`src/rtl/bridge_pkg.sv`:
```
// Shared definitions for the ASCII host bridge: line terminators, FSM state
// encoding and the nibble-to-ASCII hex helper.
`timescale 1ns/1ps
package bridge_pkg;

    localparam int unsigned DATA_W = 16;
    localparam int unsigned BYTE_W = 8;
    localparam int unsigned IDX_W  = 3;

    localparam logic [BYTE_W-1:0] CR = 8'h0D;
    localparam logic [BYTE_W-1:0] LF = 8'h0A;

    typedef enum logic {
        IDLE = 1'b0,
        SEND = 1'b1
    } state_e;

    // Uppercase hex digit: 0-9 -> '0'..'9', A-F -> 'A'..'F'
    function automatic logic [BYTE_W-1:0] hex_to_ascii(input logic [3:0] n);
        logic [BYTE_W-1:0] ext;
        ext = BYTE_W'(n);
        return (n < 4'd10) ? (8'h30 + ext) : (8'h37 + ext);
    endfunction

endpackage : bridge_pkg

```
`src/rtl/bridge_tx.sv`:
```
// Serialises a 16-bit read response as PREAMBLE + 4 hex digits + CR (+ LF)
// onto a valid/ready byte stream toward the UART transmitter.
`timescale 1ns/1ps
module bridge_tx
    import bridge_pkg::*;
#(
    parameter logic [7:0] PREAMBLE = 8'h4D,
    parameter bit         EMIT_LF  = 1'b1
) (
    input  logic              clk,
    input  logic              rst_n,
    input  logic [DATA_W-1:0] data_i,
    input  logic              rw_i,
    input  logic              valid_i,
    output logic [BYTE_W-1:0] byte_o,
    output logic              byte_valid_o,
    input  logic              byte_ready_i,
    output logic              busy_o,
    output logic              overrun_o
);

    localparam logic [IDX_W-1:0] LAST_IDX = EMIT_LF ? 3'd6 : 3'd5;

    state_e            state_q, state_d;
    logic [IDX_W-1:0]  idx_q, idx_d;
    logic [DATA_W-1:0] data_q, data_d;
    logic [BYTE_W-1:0] byte_q, byte_d;
    logic              valid_q, valid_d;
    logic              busy_q, busy_d;
    logic              overrun_q, overrun_d;
    logic              read_req;

    // Byte at a given position of the response for the given data word
    function automatic logic [BYTE_W-1:0] byte_at(input logic [IDX_W-1:0] idx,
                                                  input logic [DATA_W-1:0] d);
        logic [BYTE_W-1:0] b;
        case (idx)
            3'd0:    b = PREAMBLE;
            3'd1:    b = hex_to_ascii(d[15:12]);
            3'd2:    b = hex_to_ascii(d[11:8]);
            3'd3:    b = hex_to_ascii(d[7:4]);
            3'd4:    b = hex_to_ascii(d[3:0]);
            3'd5:    b = CR;
            3'd6:    b = LF;
            default: b = '0;
        endcase
        return b;
    endfunction

    assign read_req = valid_i && !rw_i;

    always_comb begin
        state_d   = state_q;
        idx_d     = idx_q;
        data_d    = data_q;
        byte_d    = byte_q;
        valid_d   = valid_q;
        busy_d    = busy_q;
        overrun_d = overrun_q;

        case (state_q)
            IDLE: begin
                if (read_req) begin
                    state_d = SEND;
                    data_d  = data_i;
                    idx_d   = '0;
                    byte_d  = byte_at(IDX_W'(0), data_i);
                    valid_d = 1'b1;
                    busy_d  = 1'b1;
                end
            end
            SEND: begin
                // A read landing here, even on the final handshake edge, is lost
                if (read_req) begin
                    overrun_d = 1'b1;
                end
                if (byte_ready_i) begin
                    if (idx_q == LAST_IDX) begin
                        state_d = IDLE;
                        idx_d   = '0;
                        byte_d  = '0;
                        valid_d = 1'b0;
                        busy_d  = 1'b0;
                    end else begin
                        idx_d  = idx_q + IDX_W'(1);
                        byte_d = byte_at(idx_q + IDX_W'(1), data_q);
                    end
                end
            end
            default: begin
                state_d = IDLE;
                valid_d = 1'b0;
                busy_d  = 1'b0;
            end
        endcase
    end

    always_ff @(posedge clk or negedge rst_n) begin
        if (!rst_n) begin
            state_q   <= IDLE;
            idx_q     <= '0;
            data_q    <= '0;
            byte_q    <= '0;
            valid_q   <= 1'b0;
            busy_q    <= 1'b0;
            overrun_q <= 1'b0;
        end else begin
            state_q   <= state_d;
            idx_q     <= idx_d;
            data_q    <= data_d;
            byte_q    <= byte_d;
            valid_q   <= valid_d;
            busy_q    <= busy_d;
            overrun_q <= overrun_d;
        end
    end

    assign byte_o       = byte_q;
    assign byte_valid_o = valid_q;
    assign busy_o       = busy_q;
    assign overrun_o    = overrun_q;

endmodule : bridge_tx

```
`config.mk`:
```
export PLATFORM = sky130hd
export DESIGN_NAME = bridge_tx
export DESIGN_NICKNAME = d
export VERILOG_FILES = /design/src/rtl/bridge_pkg.sv /design/src/rtl/bridge_tx.sv
export SDC_FILE = /design/constraint.sdc
export NUM_CORES = 1
export LEC_CHECK = 0
export BUFFER_PORTS_ARGS = -buffer_cell sky130_fd_sc_hd__buf_2
export CORE_UTILIZATION = 30
export CTS_BUF_LIST = sky130_fd_sc_hd__clkbuf_4
export CTS_CLUSTER_DIAMETER = 40
export CTS_CLUSTER_SIZE = 14
export DETAILED_ROUTE_END_ITERATION = 10
export GPL_ROUTABILITY_DRIVEN = 0
export PLACE_DENSITY_LB_ADDON = 0.1
export SLEW_MARGIN = 5
export SYNTH_ARGS = -nofsm -noshare
export SYNTH_HDL_FRONTEND = slang
export SYNTH_SLANG_ARGS = --single-unit
```
`constraint.sdc`:
```
create_clock -name clk -period 2.8 [get_ports clk]
set_input_delay 0.56 -clock clk [delete_from_list [all_inputs] [get_ports clk]]
set_output_delay 0.56 -clock clk [all_outputs]
set_load 0.01 [all_outputs]
```
* Yosys cells after proc, flatten, opt, wreduce, memory -nomap -nowiden
Index checks and enable logic that the tools add are counted.
** Cells by class
- Order comparisons :: 4
- Equal/unequal tests :: 10
- Mux-type cells :: 21
- Reduce and logical (&&, ||, !) cells :: 7
- $add $sub $neg :: 9
- Bitwise gates (word level) :: 1
** Operator list (number)
- 6-bit by 4-bit adder with 7-bit output (first input constant) :: 8
- 7-bit case mux with 7 select lines :: 1
- 7-bit two-way mux :: 5
- 4-bit < comparator (second input constant) :: 4
- 8-bit two-way mux :: 2
- 8-bit case mux with 2 select lines :: 1
- 3-bit equality test (second input constant) :: 4
- 3-bit two-way mux :: 3
- 3-bit by 2-bit equality test with 1-bit output (second input constant) :: 2
- 1-bit two-way mux :: 6
- 3-bit case mux with 2 select lines :: 1
- 2-bit AND reduction :: 3
- 2-bit != test (second input constant) :: 2
- 1-bit case mux with 2 select lines :: 2
- 3-bit by 1-bit adder with 3-bit output (second input constant) :: 1
- 3-bit by 1-bit equality test with 1-bit output (second input constant) :: 1
- 3-bit zero test :: 1
- 3-bit AND reduction :: 1
- 2-bit by 1-bit != test with 1-bit output (second input constant) :: 1
- 1-bit logical AND :: 1
- 1-bit zero test :: 1
- 1-bit inverter :: 1
** Word-level totals
- Output and inout bits :: 11
- Register bits :: 30

* Longest topological paths before layout
Gate-level depths: netlist of the first run.
- Depth in word-level cells :: 6
- Depth in mapped cells :: 7
- Gate-level depth less buffers :: 7

* Worst setup path after synthesis of the first run
OpenSTA, ideal clock, no wires.
- Kind :: input port to flip-flop
- Start :: input port valid_i
- End :: register byte_q[2] (netlist: byte_o[2])
- Setup time :: 0.134 ns
- Data arrival time :: 1.466 ns
- Setup slack :: 1.200 ns
- Stages on the path :: 6
- Buffers on the path :: 1
- Required time :: 2.666 ns
- Cell sequence :: nor2b_1 > and2b_1 > buf_6 > or2_2 > o21ai_0 > nor3_1
** On the way
- Longest elaborated chain between the ends :: 3
** RTL lines
- from (decl) :: RTL line bridge_tx.sv:14 : input logic valid_i,
- 1-bit logical AND :: RTL line bridge_tx.sv:50 : assign read_req = valid_i && !rw_i;
- 2-bit != test (no source line)
- 2-bit AND reduction (no source line)
- to (signal assigned) :: RTL line bridge_tx.sv:111 : byte_q <= byte_d;
- to (decl) :: RTL line bridge_tx.sv:27 : logic [BYTE_W-1:0] byte_q, byte_d;
No other way between the ends.
A chain may end at the register's enable or synchronous reset.

* Final worst setup path of the first run
- Start :: register idx_q[1]
- End :: register byte_q[1] (netlist: byte_o[1])
** On the way
- Longest elaborated chain between the ends :: 6
- Elaborated cells on any way between the ends :: 13
- Classes of those cells :: 1 x add/sub; 7 x eq/ne; 4 x mux; 1 x reduce/logical
** RTL lines
- from (decl) :: RTL line bridge_tx.sv:25 : logic [IDX_W-1:0] idx_q, idx_d;
- from (signal assigned) :: RTL line bridge_tx.sv:109 : idx_q <= idx_d;
- 3-bit by 1-bit adder with 3-bit output :: RTL line bridge_tx.sv:86 : byte_d = byte_at(idx_q + IDX_W'(1), data_q);
- 3-bit equality test (tied with other cells) :: RTL line bridge_tx.sv:37 : case (idx)
- 7-bit case mux with 7 select lines :: RTL line bridge_tx.sv:37
- 7-bit two-way mux * :: RTL line bridge_tx.sv:78 : if (idx_q == LAST_IDX) begin
- 8-bit two-way mux * :: RTL line bridge_tx.sv:77 : if (byte_ready_i) begin
- 8-bit case mux with 2 select lines * :: RTL line bridge_tx.sv:61 : case (state_q)
Mark *: on every way between the ends. The rest lies on a longest branch, timed or not. The select of a mux whose other input is x is not followed.

==> impl_results.md, run 1 <==
* Run status: finished clean
* Number of flops mapped to enable cells by yosys at 0
* Count of cell types in the netlist at 48
* Dominant synthesized flop cell: dfrtp_1
* # DRC at 0
* Highest net fanout along the worst path at 20
* RSZ-0062 raised after global routing: false
* Tot Pwr at 0.00213 W
* Final Hold Viols at 0
* Reg power frac at 41.6%
* H-tree levels at 2
* Peak supply drop at 0.413 mV
* Final Max Slew Viols at 0
* Worst r2r path cells at 5
* CTS resizes at 0
* Nets at 235
* Final Cycle Share at 63.4%
* GR Util All Layers at between 10% and 20%
* Synth area leader: dfrtp_1
* Worst R2R Setup Slack at 1030 ps
* Clk root buf: clkbuf_4
* Post-CTS setup buffers at 0
* Main combinational cell family by area after synthesis: compound AO/OA/AOI/OAI gates
* CTS buffer count at 5
* Launching element type of the critical path: register
* Synth Area in XOR/XNOR at under 10%
* Via count at 1396
* Syn avg cell area at 9.17 um^2
* Layout fillers at 583
* Crit path DAT at approximately 2000 ps
* Min Clock Period, post-route at 1770 ps
* CP Data Required Time at 3040 ps
* Comb power frac at 45.8%
* Final setup violation count at 0
* # IOs at 32
* Drt first-iter violations at 116
* Synth Cell Area at 1680 um^2
* CTS tree: done
* Start of the worst register-to-register path: idx_q[1]$_DFFE_PN0P_
* R2r endpoint: byte_o[1]$_DFFE_PN0P_
* Die X at approximately 77 um
* Clock Latency Late Sink at 320 ps
* Post-synthesis compound-gate area fraction at 22.4%
* Post-Synthesis Cells at 183
* Die height at 76.8 um
* Pleak at 0.844 nW
* Final Skew at 5.76 ps
* Fmax at between 0.5 and 0.6 GHz
* Clock power frac at 12.6%
* DR WL/cell at 13.8 um
* Worst-path clk slew at 90 ps
* Max Root-Sink Buffers at 2
* Routed wire length at 3880 um
* Core ar. at 5240 um^2
* Synth Area in Simple Gates at 14.8%
* CP Class: reg2reg
* Layout cells sized above 1 at 25.1%
* Post-synth top area share at 43.3%
* Largest net degree at the start of global routing at 30
* Pwr per Cell Area at 1110 nW/um^2
* Clk sinks at 29
* Die area at between 5000 and 6000 um^2
* Crit path capture type: register
* FFs w/ async S/R, synth at 100%
* Congestion Overflow GR at 0
* Max-cap viol count at 0
* First-pass GRT wire length at just under 7000 um
* Setup total negative slack at 0 ps
* Mapped Nets at 208
* Hold-fix buffers at CTS at 0
* Actual slew at the worst max-slew pin at 670 ps
* Seq/Total Area, Yosys at 43.3%
* FF+latch count, synth at 29
* Hpwl dp at between 2000 and 3000 um
* Vias in the first global route at 1402
* Via density at 4.97
* DRT Pass-1 Iters at 4
* Core Rows at 26
* Initial antenna violation count at 0
* Number of port buffers at 30
* Number of routed nets with antenna violations at 0
* Switching power at ~0.00092 W
* ANT cells at 0
* Adder-cell share of the synthesized area at 2.98%
* Sw Ratio at 43.3%
* Slew headroom at 55.3%
* Post-synthesis mux area share at roughly 6.7%
* Initial Util at about a third
* Synth warn at 0
* Synth area leaders: dfrtp_1, o21ai_0, mux2_2, nand2_1, a21oi_1
* Int Pwr at 0.00121 W
* P&R area growth vs syn at 14.1%
* Worst hold path class: in2async
## area by class of cell
class	count	area [um^2]	area share, %
clock buffer	8	60.1	3.14
inverter	13	48.8	2.55
multi-input combinational	130	835	43.6
sequential	29	726	37.9
tap	70	87.6	4.58
timing repair buffer	31	158	8.24
## flip-flops by register name, indices dropped and copies added (netlist names)
| name | cells |
|---|---|
| data_q | 16 |
| byte_o | 7 |
| idx_q | 3 |
| overrun_o | 1 |
| busy_o | 1 |
| state_q | 1 |
## power groups by stage
stage	Clock [W]	Combinational, W	Sequential (W)
after floorplan	0	0.000787	0.000801
after global routing	0.000295	0.00111	0.000943
after CTS	0.000282	0.000986	0.000888
after global placement	0	0.000979	0.000892
after detailed placement	0	0.000978	0.000899
final	0.000269	0.000976	0.000887
## how the worst max path moves through the flow
stage                                  end                   from  slack (ps)  cells past startpoint
floorplan            byte_o[2]$_DFFE_PN0P_                valid_i        1200                      6
CTS                  byte_o[2]$_DFFE_PN0P_  data_q[9]$_DFFE_PN0P_        1050                      7
detailed placement  data_q[10]$_DFFE_PN0P_                   rw_i         800                      5
finish               byte_o[1]$_DFFE_PN0P_   idx_q[1]$_DFFE_PN0P_        1030                      5
global placement    data_q[10]$_DFFE_PN0P_                   rw_i         830                      5
global route         byte_o[2]$_DFFE_PN0P_  data_q[9]$_DFFE_PN0P_         840                      7
## cells in the final DEF, fill, tap and decap left out, types with 3 or more instances in the layout
cell type / Yosys / layout
o21ai_0: 20 / 20
nand2_1: 24 / 24
mux2_2: 8 / 8
clkbuf_4: 0 / 8
a21oi_1: 15 / 15
nor3_1: 4 / 4
ha_1: 4 / 4
o21ai_1: 3 / 3
nor2b_1: 3 / 3
buf_2: 4 / 30
nor2_1: 6 / 6
a21o_1: 3 / 3
dfrtp_1: 29 / 29
inv_1: 12 / 12
xnor2_1: 4 / 4
## critical path, stage by stage (launching register included)
cell and delay (ps):
dfrtp_1 760, nand2_1 220, o32a_1 330, o32ai_1 180, a22oi_1 100, o21ai_0 100
## kinds of logic (layout without fill, tap and decap cells)
family / count (synthesis) / in the layout
AO/OA/AOI/OAI: 61 / 61
adder cells (fa/ha/maj): 4 / 4
AND/OR/NAND/NOR: 50 / 50
flip-flops: 29 / 29
multiplexers: 9 / 9
other: 1 / 1
buffers and inverters: 24 / 52
XOR/XNOR: 5 / 5
## metal layers
layer,share of wire [%],up-vias,track usage [%],wire [um]
li1,-,713,-,-
met2,46,31,22.5,1780
met4,0.54,0,5.77,21
met3,4.2,4,4.40,162
met1,49,648,19.7,1910
met5,0,-,0,0
## through the flow
stage	hold slack (ps)	utilization (%)	cell area, um^2	cells	setup WS [ps]
after global routing	294	36.6	1910	281	840
after CTS	280	36.6	1910	281	1050
after global placement	438	35.4	1850	273	835
after floorplan	264	-	1680	183	1200
after detailed placement	449	35.4	1850	273	796
final	264	36.6	1910	281	1030
## cell usage after synthesis, drive strengths merged, types with 2 or more instances
cell / n
clkbuf: 2
a21oi: 15
nor2: 6
mux2: 8
nor2b: 3
o211ai: 2
nand2: 24
inv: 13
nand2b: 2
nor3: 4
xnor2: 4
a21o: 4
o2111ai: 2
ha: 4
o21ai: 24
or3: 2
buf: 9
dfrtp: 29
and4b: 3
a211oi: 2
Note: power is estimated with default switching activity, not from simulation.
==> run 2, diff against run 1 <==
==> constraint.sdc (replaced) <==
create_clock -name clk -period 1.42 [get_ports clk]
set_input_delay 0.284 -clock clk [delete_from_list [all_inputs] [get_ports clk]]
set_output_delay 0.284 -clock clk [all_outputs]
set_load 0.01 [all_outputs]
==> run 2 against run 1 <==
Against the previous run:
- the run now ends with negative setup slack left
- non-clock buffer count increased by 53
- largest power group unchanged
- via count increased by 19%
- sequential cell count did not move
- fmax rose by 20%
==> impl_results.md, run 2 (synthesis results as in run 1) <==
* Most frequent cells in the layout: buf_4, buf_2, dfrtp_1
* CP Class: reg2reg
* H-tree levels at 2
* Number of routed nets with antenna violations at 0
* Final Max Slew Viols at 0
* Crit path capture type: register
* Most common cell after layout, fill and taps aside: buf_4
* Run status: finished, violations left
* Met1 Wirelength at 2150 um
* Hpwl dp at 3400 um
* Die X at 76.8 um
* CTS buffer count at 5
* Via density at 4.98
* Layout fillers at 493
* Final Hold Viols at 0
* Worst Setup Slack post-DPL at -209 ps
* Length of routed met3 wiring at approximately 270 um
* Layout cells sized above 1 at 49.8%
* Int Pwr at 0.00340 W
* Nets at 288
* Critical Path Max Stage Delay at approximately 500 ps
* Crit path DAT at about 1700 ps
* DRT Pass-1 Iters at 4
* Via count at 1658
* Initial Util at 32.0%
* Clk sinks at 29
* Worst hold slack at ~150 ps
* Congestion Overflow GR at 0
* Max layer used: met4
* Die height at 76.8 um
* Max-cap viol count at 0
* P&R area growth vs syn at 48.3%
* Tot Pwr at 0.00575 W
* Wire length on met2 at 2340 um
* Setup ws final at -63.9 ps
* Peak supply drop at approximately 0.9 mV
* Pwr per Cell Area at 2310 nW/um^2
* # IOs at 32
* Routed wire length at 4840 um
* Max Root-Sink Buffers at 2
* Largest net degree at the start of global routing at 16
* Slowest cell on crit path: mux4_2
* Number of port buffers at 30
* CTS tree: done
* Drt first-iter violations at 188
* # DRC at 0
* CP cell instances: buf_6 -> inv_4 -> mux4_2 -> a22o_1
* Final setup violation count at 5
* Crit-path leading delay family: multiplexers
* Clock power frac at 8.5%
* Most flop-heavy register: data_q
* Clk root buf: clkbuf_4
* RSZ-0062 raised after global routing: true
* Pleak at roughly 1.1 nW
* First-pass GRT wire length at 8150 um
* Largest register FFs at 16
* Highest net fanout along the worst path at 7
* Final Skew at 11.3 ps
* Worst hold path class: in2reg
* Final Cycle Share at 105%
* Reg power frac at 27.9%
* Die area at 5900 um^2
* Core Rows at 26
* Fmax at between 0.6 and 0.7 GHz
* Core ar. at 5240 um^2
* WP buf/inv at 2
* Comb power frac at 63.6%
* DR WL/cell at 14.5 um
* Min Clock Period, post-route at 1480 ps
* Switching power at 0.00234 W
* Failing checks: negative setup slack
* CP Data Required Time at 1650 ps
* Clock Latency Late Sink at around 330 ps
* Launching element type of the critical path: register
* ANT cells at 0
* GR Util All Layers at 17.7%
* Initial antenna violation count at 0
* Sw Ratio at 40.8%
* Vias in the first global route at 1648
* Worst-path clk slew at 100 ps
run 2: changes by cell type in the layout (fill, tap and decap cells not counted), moves of 5 or more:
| cell | previous run | this run |
|---|---|---|
| inv_1 | 12 | 7 |
| buf_6 | 0 | 10 |
| buf_4 | 1 | 42 |
| o21ai_0 | 20 | 14 |
run 2: routing by layer:
metal	up-vias	global-route usage (%)
li1	812	-
met5	-	0
met4	0	6.73
met1	787	22.9
met2	51	28.7
met3	8	3.93
run 2: stage by stage:
| step | std cells | setup TNS [ps] | area (um^2) | utilization, % |
|---|---|---|---|---|
| 6_report | 333 | -208 | 2490 | 47.5 |
| 5_1_grt | 333 | -626 | 2490 | 47.5 |
| 3_3_place_gp | 311 | -692 | 2150 | 41.1 |
| 3_5_place_dp | 311 | -1020 | 2150 | 41.1 |
| 4_1_cts | 330 | -110 | 2360 | 45.0 |
| 2_1_floorplan | 183 | -79.3 | 1680 | - |
run 2: cell type report:
class / instances / area, um^2 / share of cell area (%)
multi-input combinational: 130 / 965 / 38.8
tap: 70 / 87.6 / 3.52
clock inverter: 1 / 3.75 / 0.151
inverter: 13 / 51.3 / 2.06
clock buffer: 6 / 45.0 / 1.81
sequential: 29 / 728 / 29.3
timing repair buffer: 84 / 608 / 24.4
run 2: final timing paths:
check | start | endpoint | slack [ps] | cells after the start
setup / recovery | idx_q[1]$_DFFE_PN0P_ | byte_o[5]$_DFFE_PN0P_ | -60 | 4
hold / removal | data_i[5] | data_q[5]$_DFFE_PN0P_ | 150 | 3
setup reg to reg | idx_q[1]$_DFFE_PN0P_ | byte_o[5]$_DFFE_PN0P_ | -60 | 4
hold reg to reg | overrun_o$_DFFE_PN0P_ | overrun_o$_DFFE_PN0P_ | 470 | 1
max in group asynchronous | rst_n | data_q[15]$_DFFE_PN0P_ | 570 | 3
min in group asynchronous | rst_n | data_q[6]$_DFFE_PN0P_ | 420 | 2
run 2: timing repair:
action / 4_1_cts / 5_1_grt
hold buffers: 1 / 0
setup buffers: 11 / 4
resized for setup: 20 / 29
pin swaps: 12 / 9
hold endpoints to repair: 14 / 0
cloned: 0 / 0
endpoints found under the setup margin: 7 / 16
run 2: tightest hold or removal path: cells and delay by family:
family,cells,cell delay (ps)
buffers and inverters,1,70
AO/OA/AOI/OAI,1,50
AND/OR/NAND/NOR,1,30
run 2: power groups by stage:
stage,Clock (W),Sequential [W],Combinational (W)
final,0.000488,0.00160,0.00366
after floorplan,0,0.00158,0.00156
after global routing,0.000554,0.00167,0.00401
after global placement,0,0.00158,0.00280
after detailed placement,0,0.00159,0.00281
after CTS,0.000508,0.00158,0.00324
